File: src/rtl/alarm_ring_ctrl_pkg.sv
// Shared types and widths for the alarm sequencer: FSM state encoding, time field widths and
// the alarm-time comparison used to start a ring.
package alarm_ring_ctrl_pkg;

  localparam int unsigned HourW = 5;
  localparam int unsigned MinW  = 6;
  localparam int unsigned SecW  = 6;

  typedef enum logic [1:0] {
    StIdle   = 2'd0,
    StRing   = 2'd1,
    StSnooze = 2'd2
  } alarm_state_e;

  // Alarm fires only at second 0 of the programmed minute.
  function automatic logic alarm_hit(logic [HourW-1:0] cur_hour, logic [MinW-1:0] cur_min,
                                     logic [SecW-1:0] cur_sec, logic [HourW-1:0] alm_hour,
                                     logic [MinW-1:0] alm_min);
    return (cur_hour == alm_hour) && (cur_min == alm_min) && (cur_sec == '0);
  endfunction

endpackage

File: src/rtl/alarm_ring_ctrl_if.sv
// Signal bundle between the timekeeper/buttons, the alarm sequencer and the flow-LED block.
interface alarm_ring_ctrl_if;
  import alarm_ring_ctrl_pkg::*;

  logic             sec_tick;
  logic [HourW-1:0] cur_hour;
  logic [MinW-1:0]  cur_min;
  logic [SecW-1:0]  cur_sec;
  logic [HourW-1:0] alm_hour;
  logic [MinW-1:0]  alm_min;
  logic             alm_en;
  logic             snooze_btn;
  logic             stop_btn;
  logic             led_power;
  logic             sig_ring;
  logic             sig_step;
  logic             ringing;
  logic             snoozing;

  modport master (
    output sec_tick, cur_hour, cur_min, cur_sec, alm_hour, alm_min, alm_en, snooze_btn, stop_btn,
    input  led_power, sig_ring, sig_step, ringing, snoozing
  );

  modport slave (
    input  sec_tick, cur_hour, cur_min, cur_sec, alm_hour, alm_min, alm_en, snooze_btn, stop_btn,
    output led_power, sig_ring, sig_step, ringing, snoozing
  );

endinterface

File: src/rtl/alarm_ring_ctrl_step_divider.sv
// Free-running flow-LED step clock: high for the first half of each STEP_DIV-cycle period, with
// one-cycle strobes marking its rising and falling edges. First rise lands on the first wrap.
module step_divider #(
  parameter int unsigned STEP_DIV = 25_000_000
) (
  input  logic clk_i,
  input  logic rst_ni,
  output logic sig_step_o,
  output logic step_rise_o,
  output logic step_fall_o
);

  localparam int unsigned CntW = (STEP_DIV > 2) ? $clog2(STEP_DIV) : 1;
  localparam logic [CntW-1:0] Last = CntW'(STEP_DIV - 1);
  localparam logic [CntW-1:0] Half = CntW'(STEP_DIV / 2);

  logic [CntW-1:0] cnt_q, cnt_d;
  logic            run_q, run_d;
  logic            sig_q, sig_d;
  logic            rise_q, fall_q;
  logic            wrap;

  always_comb begin
    wrap  = (cnt_q == Last);
    cnt_d = wrap ? '0 : cnt_q + 1'b1;
    // Held low until the first wrap so the first rise comes STEP_DIV cycles after reset.
    run_d = run_q | wrap;
    sig_d = run_d & (cnt_d < Half);
  end

  always_ff @(posedge clk_i) begin
    if (!rst_ni) begin
      cnt_q  <= '0;
      run_q  <= 1'b0;
      sig_q  <= 1'b0;
      rise_q <= 1'b0;
      fall_q <= 1'b0;
    end else begin
      cnt_q  <= cnt_d;
      run_q  <= run_d;
      sig_q  <= sig_d;
      rise_q <= sig_d & ~sig_q;
      fall_q <= ~sig_d & sig_q;
    end
  end

  assign sig_step_o  = sig_q;
  assign step_rise_o = rise_q;
  assign step_fall_o = fall_q;

endmodule

File: src/rtl/alarm_ring_ctrl.sv
// Alarm sequencer: IDLE/RING/SNOOZE control, second countdowns, and the sweep request that
// re-triggers the flow-LED block every RESTART_STEPS step rises while ringing.
module alarm_ring_ctrl
  import alarm_ring_ctrl_pkg::*;
#(
  parameter int unsigned STEP_DIV      = 25_000_000,
  parameter int unsigned RING_SECS     = 30,
  parameter int unsigned SNOOZE_SECS   = 300,
  parameter int unsigned MAX_SNOOZE    = 3,
  parameter int unsigned RESTART_STEPS = 6
) (
  input logic               clk,
  input logic               rst_n,
  alarm_ring_ctrl_if.slave  bus_io
);

  localparam int unsigned RingW   = $clog2(RING_SECS + 1);
  localparam int unsigned SnoozeW = $clog2(SNOOZE_SECS + 1);
  localparam int unsigned UsedW   = (MAX_SNOOZE > 0) ? $clog2(MAX_SNOOZE + 1) : 1;
  localparam int unsigned EdgeW   = $clog2(RESTART_STEPS + 1);

  alarm_state_e       state_q, state_d;
  logic [RingW-1:0]   ring_cnt_q, ring_cnt_d;
  logic [SnoozeW-1:0] snooze_cnt_q, snooze_cnt_d;
  logic [UsedW-1:0]   snooze_used_q, snooze_used_d;
  logic [EdgeW-1:0]   edge_cnt_q, edge_cnt_d;
  logic               req_q, req_d;
  logic               seen_q, seen_d;
  logic               ringing_q, snoozing_q;
  logic               step_rise, step_fall;
  logic               quit;

  step_divider #(
    .STEP_DIV (STEP_DIV)
  ) u_step_divider (
    .clk_i       (clk),
    .rst_ni      (rst_n),
    .sig_step_o  (bus_io.sig_step),
    .step_rise_o (step_rise),
    .step_fall_o (step_fall)
  );

  always_comb begin
    state_d       = state_q;
    ring_cnt_d    = ring_cnt_q;
    snooze_cnt_d  = snooze_cnt_q;
    snooze_used_d = snooze_used_q;
    quit          = bus_io.stop_btn | ~bus_io.alm_en;

    unique case (state_q)
      StIdle: begin
        if (bus_io.sec_tick && bus_io.alm_en &&
            alarm_hit(bus_io.cur_hour, bus_io.cur_min, bus_io.cur_sec,
                      bus_io.alm_hour, bus_io.alm_min)) begin
          state_d       = StRing;
          ring_cnt_d    = RingW'(RING_SECS);
          snooze_used_d = '0;
        end
      end
      StRing: begin
        if (quit) begin
          state_d = StIdle;
        end else if (bus_io.snooze_btn) begin
          if (snooze_used_q < UsedW'(MAX_SNOOZE)) begin
            state_d       = StSnooze;
            snooze_cnt_d  = SnoozeW'(SNOOZE_SECS);
            snooze_used_d = snooze_used_q + 1'b1;
          end else begin
            state_d = StIdle;
          end
        end else if (bus_io.sec_tick) begin
          ring_cnt_d = (ring_cnt_q != '0) ? ring_cnt_q - 1'b1 : '0;
          if (ring_cnt_q <= RingW'(1)) state_d = StIdle;
        end
      end
      StSnooze: begin
        if (quit) begin
          state_d = StIdle;
        end else if (bus_io.sec_tick) begin
          snooze_cnt_d = (snooze_cnt_q != '0) ? snooze_cnt_q - 1'b1 : '0;
          if (snooze_cnt_q <= SnoozeW'(1)) begin
            state_d    = StRing;
            ring_cnt_d = RingW'(RING_SECS);
          end
        end
      end
      default: state_d = StIdle;
    endcase
  end

  // Sweep request: raised on RING entry and every RESTART_STEPS rises, dropped on the fall that
  // follows the first rise it was high for, so the LED block samples it exactly once.
  always_comb begin
    req_d      = req_q;
    seen_d     = seen_q;
    edge_cnt_d = edge_cnt_q;
    if (state_d != StRing) begin
      req_d      = 1'b0;
      seen_d     = 1'b0;
      edge_cnt_d = '0;
    end else if (state_q != StRing) begin
      req_d      = 1'b1;
      seen_d     = 1'b0;
      edge_cnt_d = '0;
    end else begin
      if (step_rise) begin
        if (req_q) seen_d = 1'b1;
        if (edge_cnt_q == EdgeW'(RESTART_STEPS - 1)) begin
          edge_cnt_d = '0;
          req_d      = 1'b1;
          seen_d     = 1'b0;
        end else begin
          edge_cnt_d = edge_cnt_q + 1'b1;
        end
      end
      if (step_fall && seen_q) begin
        req_d  = 1'b0;
        seen_d = 1'b0;
      end
    end
  end

  always_ff @(posedge clk) begin
    if (!rst_n) begin
      state_q       <= StIdle;
      ring_cnt_q    <= '0;
      snooze_cnt_q  <= '0;
      snooze_used_q <= '0;
      edge_cnt_q    <= '0;
      req_q         <= 1'b0;
      seen_q        <= 1'b0;
      ringing_q     <= 1'b0;
      snoozing_q    <= 1'b0;
    end else begin
      state_q       <= state_d;
      ring_cnt_q    <= ring_cnt_d;
      snooze_cnt_q  <= snooze_cnt_d;
      snooze_used_q <= snooze_used_d;
      edge_cnt_q    <= edge_cnt_d;
      req_q         <= req_d;
      seen_q        <= seen_d;
      ringing_q     <= (state_d == StRing);
      snoozing_q    <= (state_d == StSnooze);
    end
  end

  assign bus_io.led_power = ringing_q;
  assign bus_io.ringing   = ringing_q;
  assign bus_io.snoozing  = snoozing_q;
  assign bus_io.sig_ring  = req_q;

endmodule
File: src/flat_wrapper.sv
// flat-port wrapper written by rule: the top's interface ports become plain ports
module alarm_ring_ctrl_flat import alarm_ring_ctrl_pkg::*;
#(
  parameter int unsigned STEP_DIV      = 25_000_000,
  parameter int unsigned RING_SECS     = 30,
  parameter int unsigned SNOOZE_SECS   = 300,
  parameter int unsigned MAX_SNOOZE    = 3,
  parameter int unsigned RESTART_STEPS = 6
)
  (clk, rst_n, bus_io_sec_tick, bus_io_cur_hour, bus_io_cur_min, bus_io_cur_sec, bus_io_alm_hour, bus_io_alm_min, bus_io_alm_en, bus_io_snooze_btn, bus_io_stop_btn, bus_io_led_power, bus_io_sig_ring, bus_io_sig_step, bus_io_ringing, bus_io_snoozing);
  alarm_ring_ctrl_if bus_io_i ();
  input logic clk;
  input logic rst_n;
  input wire logic [$bits(bus_io_i.sec_tick)-1:0] bus_io_sec_tick;
  input wire logic [$bits(bus_io_i.cur_hour)-1:0] bus_io_cur_hour;
  input wire logic [$bits(bus_io_i.cur_min)-1:0] bus_io_cur_min;
  input wire logic [$bits(bus_io_i.cur_sec)-1:0] bus_io_cur_sec;
  input wire logic [$bits(bus_io_i.alm_hour)-1:0] bus_io_alm_hour;
  input wire logic [$bits(bus_io_i.alm_min)-1:0] bus_io_alm_min;
  input wire logic [$bits(bus_io_i.alm_en)-1:0] bus_io_alm_en;
  input wire logic [$bits(bus_io_i.snooze_btn)-1:0] bus_io_snooze_btn;
  input wire logic [$bits(bus_io_i.stop_btn)-1:0] bus_io_stop_btn;
  output wire logic [$bits(bus_io_i.led_power)-1:0] bus_io_led_power;
  output wire logic [$bits(bus_io_i.sig_ring)-1:0] bus_io_sig_ring;
  output wire logic [$bits(bus_io_i.sig_step)-1:0] bus_io_sig_step;
  output wire logic [$bits(bus_io_i.ringing)-1:0] bus_io_ringing;
  output wire logic [$bits(bus_io_i.snoozing)-1:0] bus_io_snoozing;
  assign bus_io_i.sec_tick = bus_io_sec_tick;
  assign bus_io_i.cur_hour = bus_io_cur_hour;
  assign bus_io_i.cur_min = bus_io_cur_min;
  assign bus_io_i.cur_sec = bus_io_cur_sec;
  assign bus_io_i.alm_hour = bus_io_alm_hour;
  assign bus_io_i.alm_min = bus_io_alm_min;
  assign bus_io_i.alm_en = bus_io_alm_en;
  assign bus_io_i.snooze_btn = bus_io_snooze_btn;
  assign bus_io_i.stop_btn = bus_io_stop_btn;
  assign bus_io_led_power = bus_io_i.led_power;
  assign bus_io_sig_ring = bus_io_i.sig_ring;
  assign bus_io_sig_step = bus_io_i.sig_step;
  assign bus_io_ringing = bus_io_i.ringing;
  assign bus_io_snoozing = bus_io_i.snoozing;
  alarm_ring_ctrl #(.STEP_DIV(STEP_DIV), .RING_SECS(RING_SECS), .SNOOZE_SECS(SNOOZE_SECS), .MAX_SNOOZE(MAX_SNOOZE), .RESTART_STEPS(RESTART_STEPS)) u_core (.clk(clk), .rst_n(rst_n), .bus_io(bus_io_i));
endmodule
File: config.mk
export PLATFORM = sky130hd
export DESIGN_NAME = alarm_ring_ctrl_flat
export DESIGN_NICKNAME = d
export VERILOG_FILES = /design/src/rtl/alarm_ring_ctrl_pkg.sv /design/src/rtl/alarm_ring_ctrl_if.sv /design/src/rtl/alarm_ring_ctrl_step_divider.sv /design/src/rtl/alarm_ring_ctrl.sv /design/src/flat_wrapper.sv
export SDC_FILE = /design/constraint.sdc
export NUM_CORES = 1
export LEC_CHECK = 0
export ABC_AREA = 1
export BUFFER_PORTS_ARGS = -buffer_cell sky130_fd_sc_hd__buf_2
export CORE_MARGIN = 1
export CORE_UTILIZATION = 35
export DETAILED_ROUTE_END_ITERATION = 12
export PLACE_DENSITY_LB_ADDON = 0.1
export SLEW_MARGIN = 10
export SYNTH_ARGS = -nofsm -noshare
export SYNTH_HDL_FRONTEND = slang
export SYNTH_SLANG_ARGS = --single-unit
File: constraint.sdc
create_clock -name clk -period 1.91 [get_ports clk]
set_clock_uncertainty 0.15 [all_clocks]
set_input_delay 0.191 -clock clk [delete_from_list [all_inputs] [get_ports clk]]
set_output_delay 0.191 -clock clk [all_outputs]
set_load 0.01 [all_outputs]
Yosys cells after proc, flatten, opt, wreduce, memory -nomap -nowiden
Index checks and enable logic that the tools add are counted.
W data, S select, Z words.
{"block": "totals", "register_bits": 54, "output_inout_bits": 5, "in_bits": 34, "elab_cells": 113}
{"block": "op_classes", "n_mux": 39, "reduce_logical": 23, "n_lt_le_gt_ge": 4, "add_sub_neg": 5, "bitwise_logic": 9, "n_eq_ne": 19}
{"operator": "$mux W9", "n": 6}
{"operator": "$mux W5", "n": 8}
{"operator": "$mux W2", "n": 13}
{"operator": "$add A25 B1 Y25 const B", "n": 1}
{"operator": "$eq A25 B25 Y1 const B", "n": 1}
{"operator": "$lt A25 B24 Y1 const B", "n": 1}
{"operator": "$mux W25", "n": 1}
{"operator": "$pmux W9 S2", "n": 1}
{"operator": "$pmux W5 S3", "n": 1}
{"operator": "$ne A2 B2 Y1 const B", "n": 6}
{"operator": "$ne A2 B1 Y1 const B", "n": 5}
{"operator": "$le A9 B1 Y1 const B", "n": 1}
{"operator": "$reduce_bool A3 Y1", "n": 3}
{"operator": "$reduce_bool A9 Y1", "n": 1}
{"operator": "$sub A9 B1 Y9 const B", "n": 1}
{"operator": "$reduce_and A8 Y1", "n": 1}
{"operator": "$eq A6 B6 Y1", "n": 1}
{"operator": "$logic_not A6 Y1", "n": 1}
{"operator": "$mux W1", "n": 6}
{"operator": "$pmux W2 S3", "n": 1}
{"operator": "$reduce_and A6 Y1", "n": 1}
{"operator": "$reduce_bool A2 Y1", "n": 3}
{"operator": "$eq A5 B5 Y1", "n": 1}
{"operator": "$le A5 B1 Y1 const B", "n": 1}
{"operator": "other kinds (20)", "n": 33}

Logic depth before layout (Yosys ltp)
{"block": "logic_depth", "word_depth": 8, "depth_mapped": 15, "depth_no_buf": 15}

By module
A second synthesis with hierarchy kept.
{"block": "hier_totals", "hier_cells": 593, "hier_area_um2": 3619.7}
{"mod": "step_divider", "cells_per_inst": 311, "seq_area_each_um2": 580.6, "instances": 1, "area_each_um2": 1854.3}
{"mod": "alarm_ring_ctrl", "cells_per_inst": 282, "seq_area_each_um2": 500.5, "instances": 1, "area_each_um2": 1765.4}

Worst setup path after synthesis
Ideal clock, no wire load.
{"block": "synth_timing", "path_kind": "register to register", "startpoint": "register u_core.u_step_divider.cnt_q[0]", "endpoint": "register u_core.u_step_divider.rise_q, in the netlist u_core.u_step_divider.step_rise_o", "required_time_ns": 1.642, "period_less_slack_ns": 1.881, "t_arrival_ns": 1.613, "setup_ns": 0.118, "path_slack_ns": 0.029, "n_path_buf": 0, "path_stages_with_launch": 15, "path_cell_list": "dfxtp_1 ha_1 nand2_1 nor2_4 nand2_2 nor2_2 nand3_2 nand2_1 nor2_2 inv_1 nand3_2 nor2_2 nand2_2 nand3_2 nor2_2"}
{"block": "synth_via", "elab_chain_len": 5, "elab_cells_between_ends": 7, "cone_classes": "add/sub (1); order compare (1); eq/ne (1); mux (1); bitwise (3)"}
{"item": "start: declaration", "line": "alarm_ring_ctrl_step_divider.sv:17", "rtl": "logic [CntW-1:0] cnt_q, cnt_d;"}
{"item": "start signal: assignment", "line": "alarm_ring_ctrl_step_divider.sv:39", "rtl": "cnt_q <= cnt_d;"}
{"item": "$add A25 B1 Y25 / $eq A25 B25 Y1 (equally long branches)", "line": "alarm_ring_ctrl_step_divider.sv:25, alarm_ring_ctrl_step_divider.sv:24"}
{"item": "$mux W25", "line": "alarm_ring_ctrl_step_divider.sv:25", "rtl": "cnt_d = wrap ? '0 : cnt_q + 1'b1;"}
{"item": "$lt A25 B24 Y1", "line": "alarm_ring_ctrl_step_divider.sv:28", "rtl": "sig_d = run_d & (cnt_d < Half);"}
{"item": "$and A1 B1 Y1 *", "line": "alarm_ring_ctrl_step_divider.sv:28"}
{"item": "$and A1 B1 Y1 *", "line": "alarm_ring_ctrl_step_divider.sv:42", "rtl": "rise_q <= sig_d & ~sig_q;"}
{"item": "end signal: assignment", "line": "alarm_ring_ctrl_step_divider.sv:42"}
{"item": "end: declaration", "line": "alarm_ring_ctrl_step_divider.sv:20", "rtl": "logic rise_q, fall_q;"}
Mark *: on every way between the ends. The rest lies on a longest branch, timed or not.
A chain may end at the register's enable or synchronous reset.

Worst setup path in the final report
{"block": "layout_timing", "startpoint": "register u_core.u_step_divider.cnt_q[1]", "endpoint": "register u_core.u_step_divider.sig_q, in the netlist u_core.u_step_divider.sig_step_o"}
{"block": "layout_via", "elab_chain_len": 4, "elab_cells_between_ends": 6, "cone_classes": "add/sub (1); order compare (1); eq/ne (1); mux (1); bitwise (2)"}
{"item": "$add A25 B1 Y25 / $eq A25 B25 Y1 (equally long branches)", "line": "alarm_ring_ctrl_step_divider.sv:25, alarm_ring_ctrl_step_divider.sv:24"}
{"item": "$mux W25", "line": "alarm_ring_ctrl_step_divider.sv:25"}
{"item": "$lt A25 B24 Y1", "line": "alarm_ring_ctrl_step_divider.sv:28"}
{"item": "$and A1 B1 Y1 *", "line": "alarm_ring_ctrl_step_divider.sv:28"}
{"item": "end signal: assignment", "line": "alarm_ring_ctrl_step_divider.sv:41", "rtl": "sig_q <= sig_d;"}
{"item": "end: declaration", "line": "alarm_ring_ctrl_step_divider.sv:19", "rtl": "logic sig_q, sig_d;"}
Marked as above.

==> run summary <==
Status - finished, violations left
Violated checks - negative setup slack
Clk root buf - clkbuf_8
Most frequent cell after synthesis - nand2_1
Post-synth EDFFs - 0
Critical path fanouts, max - 6
GRT Util Overall - 18.4%
Synth area leader - dfxtp_1
Initial Util - 36.7%
R2R cell count - 13
Total gr overflow - 0
Die Span Y - 101 um
LEAKAGE - 2.07 nW
Dominant synthesized flop cell - dfxtp_1
CTS tree - yes
Min Tclk post-route - 1.98 ns
Clock-pin slew on the worst setup and hold paths - 0.11 ns
Crit share post-route - 104%
Pwr Total - 1.96 mW
Fin. Hold Viols - 0
Reg-to-Reg End - u_core.u_step_divider.sig_step_o$_SDFF_PN0_
Critical path required time - 1.99 ns
Hold Path End - u_core.ring_cnt_q[4]$_SDFFE_PN0P_
Rows - 35
Place WS - -0.160 ns
P per Cell Area - 417 nW/um^2
Top post-synthesis cells by area - dfxtp_1, nand2_1, nor2_1
F_max - 506 MHz
Initial antenna violation count - 0
Placer Congestion - 0.861
Vias per cell - 4.73
Via count - 3650
Average wire per standard cell - 11.7 um
Slowest Stage Delay on Critical Path - 0.37 ns
Clock Sinks - 54
Ys Warns - 0
Antenna-violating nets left - 0
Multi-input gate area - 2290 um^2
RSZ-0062 raised after global routing - true
CP Launch Type - flop
Setup ws final - -0.0673 ns
Max-Cap Viols - 0
Final Setup Violations - 3
Nets@finish - 683
Non-filler cells in the finished layout - 771
HP Class - in -> reg
Vias in the first global route - 3423
Num CTS Buffers - 5
Setup slack, reg-to-reg - -0.07 ns
Worst hold margin - 0.0795 ns
Total core area - 9370 um^2
Worst r2r src - u_core.u_step_divider.cnt_q[1]$_SDFF_PP0_
FF+latch area - 1100 um^2
H-tree level count - 2
Post-synth ARST share - 0%
Diode count - 0
DRC errors left - 0
# IOs - 39
Syn Area/Cell - 6.50 um^2
Fraction of layout cells with a size suffix above 1 - 35.5%
Synth cell types - 38
Syn Inst Count - 529
Synth-to-layout area growth - 36.8%
Synthesized cell area - 3440 um^2
Crit path kind - reg -> reg
PortBufs - 38
Final-report max-slew violation count - 0
Post-DP HPWL - 6900 um
First-pass DRT Iterations - 4
Width of the die - 101 um
CP Capture Type - flop
Relative slew slack - 61.0%
CP dominant cell by count - nand3_2
WL final - 9050 um
Largest net degree at the start of global routing - 20
Synthesis-stage register bit count - 54
Die area - 10200 um^2
Filler cells - 943
Synth top cells by count - nand2_1, nor2_1, inv_1
Max VDD drop - 0.264 mV
Dpl cells - 752
Hold path cells - 3
Syn nets - 571
Crit-path cells - ha_4 > nand2_4 > nor2_4 > buf_12 > nand3_4 > o21ai_0 > nand3_1 > nor2_1 > nand3_2 > nor2_2 > nand2_2 > nand3_2 > inv_1
CP max-delay cell - dfxtp_2
Worst slew pin tran - 0.579 ns
Worst hold start - rst_n
Initial drt markers - 121
WP data arrival - 2.05 ns
First-pass GRT wire length - 15000 um
Max Root-Sink Buffers - 2
Register area share after synthesis - 31.4%
Post-synth top area share - 31.4%
Clk Latency, worst-skew pair - 0.32 ns
-- worst max-delay path, delay by kind of cell, from the launching register on --
family / cells / cell delay, ns
and+or+nand+nor: 9 / 0.82
adders and majority gates: 1 / 0.16
AOI/OAI and AO/OA: 1 / 0.18
DFF: 1 / 0.37
buffers and inverters: 2 / 0.19
-- layer usage --
metal  part of all wire (%)  vias up  GRT usage [%]  wire, um
met4                    1.0        0           3.90        93
met3                    3.3        8           2.90       300
met5                      0        -              0         0
met2                     49       71           33.0      4400
met1                     47     1662           23.1      4260
li1                       -     1909              -         -
-- through the flow --
stage / cell area, um^2 / util, % / TNS [ns]
5_1_grt: 4710 / 50.2 / -0.835
3_5_place_dp: 4240 / 45.2 / -0.442
2_1_floorplan: 3440 / - / 0
6_report: 4710 / 50.2 / -0.164
4_1_cts: 4450 / 47.5 / -0.228
3_3_place_gp: 4240 / 45.2 / -0.239
-- placed cells by master (no fill, tap or decap), types with 2 or more instances in the layout --
cell type | synthesis | final
nor3_1 | 18 | 15
clkinv_4 | 0 | 2
nand3_4 | 1 | 6
buf_6 | 0 | 2
nand3_2 | 6 | 7
xnor2_1 | 6 | 6
nand2_4 | 0 | 2
buf_4 | 1 | 67
nand2_1 | 120 | 106
nor2_4 | 11 | 15
nor2_1 | 92 | 79
nor2_2 | 9 | 18
o21ai_0 | 16 | 14
ha_1 | 8 | 7
a21oi_2 | 2 | 2
buf_2 | 1 | 38
buf_12 | 0 | 2
nand4_1 | 13 | 13
a31oi_1 | 2 | 2
dfxtp_1 | 54 | 40
nor3_2 | 0 | 3
clkbuf_8 | 0 | 5
inv_1 | 74 | 71
nand2_2 | 10 | 21
a21oi_1 | 18 | 18
a221oi_1 | 2 | 2
nor3b_1 | 2 | 2
nand3_1 | 31 | 25
or2_2 | 3 | 3
inv_2 | 4 | 6
xor2_1 | 6 | 5
dfxtp_2 | 0 | 13
o21bai_1 | 4 | 3
-- where the power goes --
group          internal [mW]  total, mW  leakage [nW]  switching, mW
Combinational         0.0565      0.114          1.57         0.0578
Clock                  0.273      0.711        0.0502          0.437
Sequential              1.13       1.14         0.442        0.00666
Total                   1.46       1.96          2.07          0.502
-- state kept, by name, indices dropped and copies added (netlist names) --
signal	cells
u_core.u_step_divider.cnt_q	25
u_core.snooze_cnt_q	9
u_core.ring_cnt_q	5
u_core.edge_cnt_q	3
u_core.snooze_used_q	2
u_core.state_q	2
u_core.bus_io.led_power	1
u_core.bus_io.sig_ring	1
u_core.bus_io.snoozing	1
u_core.seen_q	1
u_core.u_step_divider.run_q	1
u_core.u_step_divider.sig_step_o	1
u_core.u_step_divider.step_fall_o	1
u_core.u_step_divider.step_rise_o	1
-- kinds of logic (layout without fill, tap and decap cells) --
kind of cell,count (synthesis),in the layout,share of synthesized area (%)
and+or+nand+nor,320,321,44.1
AOI/OAI and AO/OA,51,51,9.16
adders and majority gates,8,8,2.91
buffers and inverters,84,196,9.35
DFF,54,54,31.4
xor gates and xnor gates,12,12,3.05
-- final cells by class --
class / instances / share of cell area (%)
flip-flops and latches: 54 / 23.4
well taps: 129 / 3.43
clock buffers: 5 / 1.46
repair buffers: 109 / 16.1
multi-input cells: 392 / 48.7
inverters: 79 / 6.38
clock inverters: 3 / 0.611
-- how the worst max path moves through the flow --
stage | startpoint | slack (ns) | cells past startpoint | end
floorplan | u_core.u_step_divider.cnt_q[0]$_SDFF_PP0_ | 0.03 | 14 | u_core.u_step_divider.step_rise_o$_SDFF_PN0_
global placement | u_core.u_step_divider.cnt_q[0]$_SDFF_PP0_ | -0.09 | 14 | u_core.u_step_divider.sig_step_o$_SDFF_PN0_
detailed placement | u_core.u_step_divider.cnt_q[0]$_SDFF_PP0_ | -0.16 | 14 | u_core.u_step_divider.sig_step_o$_SDFF_PN0_
CTS | u_core.u_step_divider.cnt_q[0]$_SDFF_PP0_ | -0.09 | 15 | u_core.u_step_divider.sig_step_o$_SDFF_PN0_
global route | u_core.u_step_divider.cnt_q[1]$_SDFF_PP0_ | -0.18 | 15 | u_core.u_step_divider.step_rise_o$_SDFF_PN0_
finish | u_core.u_step_divider.cnt_q[1]$_SDFF_PP0_ | -0.07 | 13 | u_core.u_step_divider.sig_step_o$_SDFF_PN0_
-- what timing repair did --
item | 4_1_cts | 5_1_grt
cloned | 0 | 1
setup endpoints to repair | 10 | 25
hold buffers | 0 | 0
pin swaps | 8 | 17
buffers inserted | 4 | 6
resized for setup | 22 | 58
(Power assumes the default switching activity.)
